## src/rtl/irq_sched_if.sv

```systemverilog
// Handshake bundle between the interrupt scheduler and the pipeline.
// The scheduler is the slave side. The pipeline, or a bench standing in for it, is the master side.
interface irq_sched_if #(
  parameter int unsigned NUM_IRQ = 4
);
  logic [NUM_IRQ-1:0] irq_in;
  logic               mask_we;
  logic [NUM_IRQ-1:0] mask_wdata;
  logic               stall;
  logic               irq_ack;
  logic               reti;
  logic               irq_req;
  logic [7:0]         irq_vec;
  logic [2:0]         irq_id;
  logic               busy;
  logic [NUM_IRQ-1:0] pending;
  logic [NUM_IRQ-1:0] mask;

  modport master (
    output irq_in, mask_we, mask_wdata, stall, irq_ack, reti,
    input  irq_req, irq_vec, irq_id, busy, pending, mask
  );

  modport slave (
    input  irq_in, mask_we, mask_wdata, stall, irq_ack, reti,
    output irq_req, irq_vec, irq_id, busy, pending, mask
  );
endinterface

```

## src/rtl/irq_sched_ctrl.sv

```systemverilog
// Interrupt scheduler. It edge-detects the interrupt lines and applies the mask and fixed priority (lowest index wins).
// It issues one vector at a time and allows no nesting until reti.
module irq_sched_ctrl #(
  parameter int unsigned NUM_IRQ    = 4,
  parameter logic [7:0]  VEC_BASE   = 8'hF0,
  parameter int unsigned VEC_STRIDE = 4
) (
  input  logic        clk,
  input  logic        reset,
  irq_sched_if.slave  bus
);

  typedef enum logic [1:0] {IDLE, REQ, SERVICE} state_t;

  state_t             state;
  logic [NUM_IRQ-1:0] prev_irq;
  logic [NUM_IRQ-1:0] pending_q;
  logic [NUM_IRQ-1:0] mask_q;
  logic               irq_req_q;
  logic [7:0]         irq_vec_q;
  logic [2:0]         irq_id_q;
  logic               busy_q;

  logic [NUM_IRQ-1:0] rise;
  logic [NUM_IRQ-1:0] eligible;
  logic [NUM_IRQ-1:0] ack_clr;
  logic [2:0]         winner;
  logic [7:0]         grant_vec;
  logic               ack_take;

  assign rise      = bus.irq_in & ~prev_irq;
  assign eligible  = pending_q & mask_q;
  assign ack_take  = (state == REQ) && bus.irq_ack;
  assign grant_vec = VEC_BASE + 8'(32'(winner) * VEC_STRIDE);

  // NOTE: every signal in an always_comb gets a default value first, so no path can leave it unassigned and infer a latch.
  always_comb begin
    winner = '0;
    for (int i = int'(NUM_IRQ) - 1; i >= 0; i--) begin
      if (eligible[i]) winner = 3'(i);
    end
  end

  always_comb begin
    ack_clr = '0;
    for (int i = 0; i < int'(NUM_IRQ); i++) begin
      ack_clr[i] = ack_take && (irq_id_q == 3'(i));
    end
  end

  // NOTE: sequential state uses non-blocking assignments only, so every register samples the values from before the edge.
  always_ff @(posedge clk or posedge reset) begin
    if (reset) begin
      state     <= IDLE;
      prev_irq  <= '0;
      pending_q <= '0;
      mask_q    <= '1;
      irq_req_q <= 1'b0;
      irq_vec_q <= '0;
      irq_id_q  <= '0;
      busy_q    <= 1'b0;
    end else begin
      prev_irq <= bus.irq_in;
      // A new edge on the line being acknowledged overrides the clear.
      pending_q <= (pending_q & ~ack_clr) | rise;
      if (bus.mask_we) mask_q <= bus.mask_wdata;

      case (state)
        IDLE: begin
          if ((|eligible) && !bus.stall) begin
            state     <= REQ;
            irq_id_q  <= winner;
            irq_vec_q <= grant_vec;
            irq_req_q <= 1'b1;
          end
        end
        REQ: begin
          if (bus.irq_ack) begin
            state     <= SERVICE;
            irq_req_q <= 1'b0;
            busy_q    <= 1'b1;
          end
        end
        SERVICE: begin
          if (bus.reti) begin
            state  <= IDLE;
            busy_q <= 1'b0;
          end
        end
        default: state <= IDLE;
      endcase
    end
  end

  assign bus.irq_req = irq_req_q;
  assign bus.irq_vec = irq_vec_q;
  assign bus.irq_id  = irq_id_q;
  assign bus.busy    = busy_q;
  assign bus.pending = pending_q;
  assign bus.mask    = mask_q;

endmodule

```

## src/flat_wrapper.sv

```systemverilog
// flat-port wrapper written by rule: the top's interface ports become plain ports
module irq_sched_ctrl_flat 
#(
  parameter int unsigned NUM_IRQ    = 4,
  parameter logic [7:0]  VEC_BASE   = 8'hF0,
  parameter int unsigned VEC_STRIDE = 4
)
  (clk, reset, bus_irq_in, bus_mask_we, bus_mask_wdata, bus_stall, bus_irq_ack, bus_reti, bus_irq_req, bus_irq_vec, bus_irq_id, bus_busy, bus_pending, bus_mask);
  irq_sched_if #(.NUM_IRQ(NUM_IRQ)) bus_i ();
  input  logic clk;
  input  logic reset;
  input wire logic [$bits(bus_i.irq_in)-1:0] bus_irq_in;
  input wire logic [$bits(bus_i.mask_we)-1:0] bus_mask_we;
  input wire logic [$bits(bus_i.mask_wdata)-1:0] bus_mask_wdata;
  input wire logic [$bits(bus_i.stall)-1:0] bus_stall;
  input wire logic [$bits(bus_i.irq_ack)-1:0] bus_irq_ack;
  input wire logic [$bits(bus_i.reti)-1:0] bus_reti;
  output wire logic [$bits(bus_i.irq_req)-1:0] bus_irq_req;
  output wire logic [$bits(bus_i.irq_vec)-1:0] bus_irq_vec;
  output wire logic [$bits(bus_i.irq_id)-1:0] bus_irq_id;
  output wire logic [$bits(bus_i.busy)-1:0] bus_busy;
  output wire logic [$bits(bus_i.pending)-1:0] bus_pending;
  output wire logic [$bits(bus_i.mask)-1:0] bus_mask;
  assign bus_i.irq_in = bus_irq_in;
  assign bus_i.mask_we = bus_mask_we;
  assign bus_i.mask_wdata = bus_mask_wdata;
  assign bus_i.stall = bus_stall;
  assign bus_i.irq_ack = bus_irq_ack;
  assign bus_i.reti = bus_reti;
  assign bus_irq_req = bus_i.irq_req;
  assign bus_irq_vec = bus_i.irq_vec;
  assign bus_irq_id = bus_i.irq_id;
  assign bus_busy = bus_i.busy;
  assign bus_pending = bus_i.pending;
  assign bus_mask = bus_i.mask;
  irq_sched_ctrl #(.NUM_IRQ(NUM_IRQ), .VEC_BASE(VEC_BASE), .VEC_STRIDE(VEC_STRIDE)) u_core (.clk(clk), .reset(reset), .bus(bus_i));
endmodule
```

## config.mk

```make
export PLATFORM = sky130hd
export DESIGN_NAME = irq_sched_ctrl_flat
export DESIGN_NICKNAME = d
export VERILOG_FILES = /design/src/rtl/irq_sched_if.sv /design/src/rtl/irq_sched_ctrl.sv /design/src/flat_wrapper.sv
export SDC_FILE = /design/constraint.sdc
export NUM_CORES = 1
export LEC_CHECK = 0
export CORE_UTILIZATION = 46
export CTS_CLUSTER_SIZE = 12
export DETAILED_ROUTE_END_ITERATION = 7
export DONT_BUFFER_PORTS = 1
export PLACE_DENSITY = 0.72
export SYNTH_ARGS = -nofsm -noshare
export SYNTH_HDL_FRONTEND = slang
export SYNTH_SLANG_ARGS = --single-unit
```

## constraint.sdc

```tcl
create_clock -name clk -period 1.4 [get_ports clk]
set_clock_uncertainty 0.05 [all_clocks]
set_input_delay 0.14 -clock clk [delete_from_list [all_inputs] [get_ports clk]]
set_output_delay 0.14 -clock clk [all_outputs]
set_load 0.02 [all_outputs]
```

==> flow_summary.toml, run 1 <==
[synthesis]
synth_area_leaders = "dfrtp_1 46%, dfstp_2 13%, buf_4 7.4%"
synth_compound_area_share_pct = 17.00
synth_simple_gate_area_share_pct = 6.491
synth_top_family_by_area = "compound AO/OA/AOI/OAI gates"
async_flop_share_pct = 100.0
synth_top_cells_by_count = "15 x dfrtp_1, 8 x buf_4, 8 x inv_1"
synth_mux_area_share_pct = 5.564
synthAdderAreaFrac_pct = 0
ys_warn_count = 0
synth_cell_types = 20
yosys.area.top_type = "dfrtp_1"
synth_ff_type = "dfrtp_1"
ys_seq_area_share_pct = 59.35
yosysMostFrequentCell = "dfrtp_1"
synth_edf_count = 0
synth_seq_cells = 19
synth_top_cell_area_share_pct = 46.37
synth_xor_area_share_pct = 0
avgSynthCellArea_um2 = 11.56
syn_inst = 70
synth_area_um2 = 809.5

[die]
io_pins = 35
start_util_pct = 51.35
die-area_um2 = 1932
core_um2 = 1577
die_w_um = 43.95
die_h_um = 43.95
row_count = 14

[sta]
report.final.hold_viol_count = 0
rsz0062_at_grt = "no"
fmaxAchievable_mhz = 773.5
final.setup.worst_slack_ns = 0.1072
timing.hold.ws_ns = 0.05738
fin_crit_ns = 1.293
finalCritPeriodShare_pct = 92.35
finalSetupViolCount = 0
setup_tns_ns = 0
drv_slew = 0

[cts]
postCtsHoldBufs = 13
htree_levels = 1
cts_max_path_buffers = 2
cts_tree = "built"
cts_root_buffer = "clkbuf_4"
cts_resized = 0
cts_setup_buffers = 0
clkTransAtPathRegs_ns = 0.10
cts_inserted_buffers = 3
insertion_delay_ns = 0.29
clock-sinks = 19

[final_layout]
stdcell_area_um2 = 993.5
diodes = 0
final_layout_size_suffix_gt1_share_pct = 19.10
syn2layout_area_growth_pct = 22.72
finalNonFillerCells = 105
final_core_util_pct = 63.02
fill_cells = 128
register_area_um2 = 480.5
final_nets = 104
multiInputGateArea_um2 = 246.5

[setup_path]
crit_arrival_ns = 1.41
cp_data_required_time_ns = 1.52
end_kind = "register"
critPathLaunchType = "register"
path_class = "register to register"
crit_fanout = 6

[routing]
wl_um = 1572
initialDrtViolationCount = 20
drc = 1
drt-wirelength-per-cell_um = 14.97
via_per_inst = 5.429
vias = 570
antenna_left = 0
first_pass_iters = 8

[grt]
grt_pass1_wl_um = 2580
grtUsageTotal_pct = 19.19
grt_overflow = 0
grt_antenna_before_repair = 0
first_global_vias = 605
grt_max_degree = 20

[placed_design]
preCtsSetupSlack_ns = 0.07437
placed_area_um2 = 837.1
dpl.hpwl_um = 1128
io_buffers = 0
dp_cells = 88
place_congestion = 0.8248

[run_status]
violations = "DRC"
outcome = "finished with violations"

[power]
p_leak_nw = 0.4435
p_per_area_nw_per_um2 = 1799
report.power.total_mw = 1.788
irDropWorstVdd_v = 0.0009192

[flow_run]
maxCapViolations = 0

[worst_hold_path]
hold_class = "primary input to register"
==> where the power goes <==
part / switching (mW) / internal [mW] / total, mW
clock network: 0.162 / 0.111 / 0.273
logic: 0.370 / 0.261 / 0.632
registers: 0.186 / 0.697 / 0.883
==> cells in the final DEF (no fill, tap or decap), drive strengths merged <==
cell type,n
o31ai,4
a32o,1
nor3b,1
buf,8
o21a,1
o21ai,6
a21o,1
a21oi,5
dfstp,4
a22o,3
conb,3
mux2,4
nand3b,1
nor3,1
or2,2
nor2,1
nand2,3
dfrtp,15
clkbuf,4
inv,8
dlygate4sd3,13
==> final timing paths <==
path | startpoint | endpoint | slack, ns | cells after the start
max in group asynchronous | reset | u_core.bus.mask[1] | 0.81 | 3
worst max register to register | u_core.state[1] | u_core.bus.pending[2] | 0.11 | 3
worst min register to register | u_core.prev_irq[0] | u_core.bus.pending[0] | 0.36 | 1
worst max-delay path | u_core.state[1] | u_core.bus.pending[2] | 0.11 | 3
worst min-delay path | bus_irq_ack | u_core.state[0] | 0.06 | 2
min in group asynchronous | reset | u_core.prev_irq[1] | 0.23 | 3
==> cell type report <==
cell class                 count  area share, %
tap                           16          2.015
inverter                       8          3.023
clock buffer                   4          2.645
timing repair buffer          21          19.14
multi-input combinational     37          24.81
sequential                    19          48.36
==> critical path, stage by stage, from the launching register on <==
cell and delay, ns:
dfrtp_1 0.43, nand3b_1 0.30, o31ai_1 0.29, o21ai_1 0.11
==> state kept, by name (all words and copies together) (netlist names) <==
register / count
u_core.bus.irq_vec: 3
u_core.prev_irq: 4
u_core.bus.pending: 4
u_core.bus.irq_req: 1
u_core.state: 2
u_core.bus.mask: 4
u_core.bus.busy: 1
==> cells by family after synthesis <==
| family | Yosys count |
|---|---|
| compound gates | 21 |
| buf+inv | 16 |
| flops | 19 |
| mux | 4 |
| other cells | 1 |
| simple gates | 9 |
==> routing by layer <==
metal  global-route usage (%)  vias to the layer above  share of wire, %  wire [µm]
li1                         -                      271                 -          -
met1                    21.31                      268                41        646
met2                    32.54                       27                50        791
met3                    3.333                        4               6.3         99
met4                    14.55                        0               2.2         34
met5                        0                        -                 0          0
Power figures use the tool's default switching activity.
==> run 2: changes to the inputs <==
CELL_PAD_IN_SITES_DETAIL_PLACEMENT = 1   (was unset)
CELL_PAD_IN_SITES_GLOBAL_PLACEMENT = 1   (was unset)
CORE_UTILIZATION = 44   (was 46)
PLACE_DENSITY = 0.85   (was 0.72)
==> run 2 against run 1 <==
Effect of this change:
- utilization is 4.9 points lower
- critical endpoint is now u_core.state[0]
- clock power is 2% lower
- the run now ends clean
- non-clock buffer count stayed put
- setup slack hardly changed
==> flow_summary.toml, run 2 (synthesis gave the netlist of run 1 again) <==
[power]
p_per_area_nw_per_um2 = 1801
p_leak_nw = 0.4464
p_sw_share_pct = 40.68
irDropWorstVdd_v = 0.0008704
internal_power_mw = 1.072
p_comb_share_pct = 36.1
p_seq_share_pct = 49.1
p_sw_mw = 0.7351
pwr-share-clk_pct = 14.8

[final_layout]
mostFrequentLayoutCells = "15 x dfrtp_1, 12 x dlygate4sd3_1, 9 x buf_4"
final_layout_size_suffix_gt1_share_pct = 21.35
finalNonFillerCells = 114
diodes = 0
final_nets = 104
final_common_cell = "dfrtp_1"
syn2layout_area_growth_pct = 23.96

[grt]
grt_use_met3_pct = 3.600
grt_max_degree = 20
grtUsageMet1_pct = 23.40
gr-max-usage-layer = "met2"
first_global_vias = 616
grtUsageTotal_pct = 20.50
grt_overflow = 0
grt_pass1_wl_um = 2808
met2_usage_pct = 34.41
grt_antenna_before_repair = 0

[sta]
fin_crit_ns = 1.293
fmaxAchievable_mhz = 773.4
finalSetupViolCount = 0
drv_slew = 0
report.final.hold_viol_count = 0
setup_tns_ns = 0
finalCritPeriodShare_pct = 92.35

[die]
start_util_pct = 46.88
die-area_um2 = 2016
die_h_um = 44.90
core_um2 = 1727
die_w_um = 44.90
io_pins = 35
row_count = 15

[placed_design]
dpl.hpwl_um = 1167
place_congestion = 0.8186
io_buffers = 0
dp_cells = 97

[worst_hold_path]
hold_class = "primary input to register"

[routing]
initialDrtViolationCount = 1
drt-wirelength-per-cell_um = 15.09
antenna_left = 0
first_pass_iters = 2
wl_um = 1720
vias = 558
via_per_inst = 4.895
drc = 0

[cts]
clkTransAtPathRegs_ns = 0.10
cts_inserted_buffers = 3
cts_max_path_buffers = 2
insertion_delay_ns = 0.29
htree_levels = 1
cts_root_buffer = "clkbuf_4"
cts_tree = "built"
clock-sinks = 19
cts_resized = 0

[setup_path]
cp_slowest_cell = "dfstp_2"
end_kind = "register"
cp_slowest_stage_delay_ns = 0.44
crit_arrival_ns = 1.43
crit_fanout = 5
crit_chain = "a22o_1, o21a_1, or2_1"
critPathLaunchType = "register"
cp_data_required_time_ns = 1.54
reg2reg_slack_ns = 0.11
path_class = "register to register"

[flow_run]
maxCapViolations = 0

[run_status]
outcome = "finished, final reports clean"
==> run 2: what timing repair did <==
item,4_1_cts,5_1_grt
hold buffers,12,0
buffers inserted,0,1
setup endpoints to repair,0,4
hold endpoints to repair,34,0
==> run 2: worst max-delay path, delay by kind of cell (launching register included) <==
kind | cells | cell delay (ns)
AOI/OAI and AO/OA | 2 | 0.48
DFF | 1 | 0.44
and+or+nand+nor | 1 | 0.22
==> run 2: final timing paths <==
kind                                    endpoint                from  cells after the start
min                              u_core.bus.busy            bus_reti                      3
max reg2reg                      u_core.state[0]  u_core.bus.mask[1]                      3
max                              u_core.state[0]  u_core.bus.mask[1]                      3
min in group asynchronous        u_core.bus.busy               reset                      3
max in group asynchronous     u_core.bus.mask[3]               reset                      3
min reg2reg                u_core.bus.pending[3]  u_core.prev_irq[3]                      1
==> run 2: power groups by stage <==
stage	logic, mW	clock network [mW]	registers (mW)
2_1_floorplan	0.344	0	0.972
3_3_place_gp	0.581	0	0.880
3_5_place_dp	0.604	0	0.893
4_1_cts	0.635	0.287	0.881
5_1_grt	0.719	0.300	0.906
6_report	0.653	0.267	0.887
==> run 2: per-layer routing <==
layer	share of wire, %	vias to the layer above
met2	52	17
met1	42	267
li1	-	270
met3	4.0	4
met4	2.1	0
met5	0	-
==> run 2: stage by stage <==
stage                     area (µm²)  hold slack [ns]  utilization, %  power [mW]  worst slack [ns]
after global routing            1003          0.03681           58.12       1.925         -0.001150
after floorplan                817.0          0.03817               -       1.316            0.1182
after detailed placement       848.3          0.01576           49.13       1.496            0.1277
after global placement         848.3          0.01165           49.13       1.461            0.1550
final                           1003         0.007829           58.12       1.807            0.1071
after CTS                      996.0         0.006070           57.68       1.803            0.1034
==> run 2: final cells by class <==
| class | instances | area, µm² |
|---|---|---|
| clock buffer | 3 | 22.52 |
| clock inverter | 1 | 5.005 |
| fill | 200 | 723.2 |
| inverter | 8 | 30.03 |
| multi-input combinational | 37 | 246.5 |
| sequential | 19 | 480.5 |
| tap | 25 | 31.28 |
| timing repair buffer | 21 | 187.7 |
==> run 3: changes to the inputs <==
SETUP_SLACK_MARGIN = 0.3   (was unset)
==> run 3 against run 2 <==
Effect of this change:
- the flow now finishes with violations (hold timing)
- combinational power grew 29%
- routed wire length grew 25%
- first-iteration DRC count grew to 3.0 times the previous value
- count of clock-buffer cells in the layout grew 1
- flip-flop and latch count is the same
- final cell count grew 2.6%
- hold slack lost 0.026 ns
- setup slack lost 0.016 ns
- clock power grew 4%
- register-to-register slack lost 0.02 ns
- global-route usage grew 2.3 points
- utilization grew 4.3 points
- critical endpoint is now u_core.bus.irq_vec[6]
- largest power group unchanged
==> flow_summary.toml, run 3 (synthesis gave the netlist of run 1 again) <==
[run_status]
violations = "hold timing"
outcome = "finished with violations"

[cts]
postCtsHoldBufs = 12
insertion_delay_ns = 0.30
cts_max_path_buffers = 2
cts_inserted_buffers = 3
clkTransAtPathRegs_ns = 0.10
cts_tree = "built"
htree_levels = 1
clock-sinks = 19
cts_root_buffer = "clkbuf_4"

[setup_path]
reg2reg_slack_ns = 0.09
crit_arrival_ns = 1.46
end_kind = "register"
crit_fanout = 4
cp_data_required_time_ns = 1.55
path_class = "register to register"
critPathLaunchType = "register"
reg2reg_from = "u_core.bus.mask[3]"
crit_start = "u_core.bus.mask[3]"

[final_layout]
finalNonFillerCells = 117
final_common_cell = "dlygate4sd3_1"
fill_cells = 184
multiInputGateArea_um2 = 266.5
register_area_um2 = 486.7
final_layout_size_suffix_gt1_share_pct = 32.61
final_nets = 107
syn2layout_area_growth_pct = 33.08
diodes = 0
mostFrequentLayoutCells = "12 x dlygate4sd3_1, 10 x dfrtp_1, 8 x inv_1"
stdcell_area_um2 = 1077

[worst_hold_path]
hold_class = "primary input to register"
min_from = "bus_stall"

[power]
p_comb_share_pct = 41.2
irDropWorstVdd_v = 0.0008658
p_per_area_nw_per_um2 = 1892
pwr-share-clk_pct = 13.7
p_sw_share_pct = 41.22
p_seq_share_pct = 45.1
internal_power_mw = 1.198
p_sw_mw = 0.8399
p_leak_nw = 0.4750

[sta]
timing.hold.ws_ns = -0.01786
rsz0062_at_grt = "yes"
setup_tns_ns = 0
report.final.hold_viol_count = 1
drv_slew = 0
fmaxAchievable_mhz = 763.9
final.setup.worst_slack_ns = 0.09098
finalCritPeriodShare_pct = 93.50
fin_crit_ns = 1.309
finalSetupViolCount = 0

[routing]
via_per_inst = 5.197
drt-wirelength-per-cell_um = 18.39
first_pass_iters = 2
initialDrtViolationCount = 3
antenna_left = 0
wl_um = 2152
drc = 0
vias = 608

[die]
row_count = 15
die_h_um = 44.90
start_util_pct = 46.88
core_um2 = 1727
die_w_um = 44.90
io_pins = 35
die-area_um2 = 2016

[grt]
grt_antenna_before_repair = 0
grt_pass1_wl_um = 3160
grtUsageTotal_pct = 22.77
grt_overflow = 0
first_global_vias = 636
grt_max_degree = 20

[placed_design]
io_buffers = 0
dpl.hpwl_um = 1233
placed_area_um2 = 853.3
dp_cells = 97
place_congestion = 0.8030
preCtsSetupSlack_ns = 0.1041

[flow_run]
maxCapViolations = 0
-- run 3: cell types whose count changed in the layout (fill, tap and decap cells not counted), sizes merged --
cell and change:
clkbuf +1, clkinv -1, buf +3
-- run 3: layout make-up --
class / count / area share, %
sequential: 19 / 45.18
multi-input combinational: 37 / 24.74
timing repair buffer: 24 / 21.95
tap: 25 / 2.904
inverter: 8 / 2.787
clock buffer: 4 / 2.439
-- run 3: worst max-delay path: stages, from the launching register on --
cell     delay [ns]
dfstp_2        0.44
a22o_1         0.28
o21a_1         0.22
or2_1          0.21
-- run 3: metal layers --
| metal | track usage, % | wire length, µm | vias to the layer above |
|---|---|---|---|
| li1 | - | - | 275 |
| met1 | 29.63 | 896 | 312 |
| met2 | 38.53 | 1155 | 16 |
| met3 | 3.200 | 52 | 5 |
| met4 | 9.091 | 48 | 0 |
| met5 | 0 | 0 | - |
-- run 3: through the flow --
step / power [mW] / util (%) / hold WS, ns
final: 2.038 / 62.39 / -0.01786
after CTS: 1.911 / 60.36 / -0.02344
after detailed placement: 1.512 / 49.42 / 0.01863
after floorplan: 1.325 / - / 0.03789
after global placement: 1.470 / 49.42 / 0.01230
after global routing: 2.127 / 62.39 / -0.01317
-- run 3: final timing paths --
check / endpoint / depth (start not counted)
worst min-delay path: u_core.bus.irq_vec[3] / 2
min in group asynchronous: u_core.bus.pending[1] / 3
max in group asynchronous: u_core.bus.mask[2] / 3
worst max register to register: u_core.bus.irq_vec[6] / 3
worst min register to register: u_core.bus.pending[1] / 1
worst max-delay path: u_core.bus.irq_vec[6] / 3
-- run 3: timing repair --
| item | CTS | global route |
|---|---|---|
| pin swaps | 3 | 1 |
| buffers inserted | 3 | 1 |
| hold endpoints to repair | 35 | 1 |
| setup endpoints to repair | 21 | 21 |
| gates resized for setup | 5 | 7 |
-- run 3: power groups by stage --
stage	sequential [mW]	combinational, mW	clock (mW)
final	0.919	0.840	0.278
after global routing	0.933	0.894	0.300
after CTS	0.890	0.738	0.283
after detailed placement	0.901	0.611	0
after global placement	0.885	0.585	0
after floorplan	0.981	0.344	0
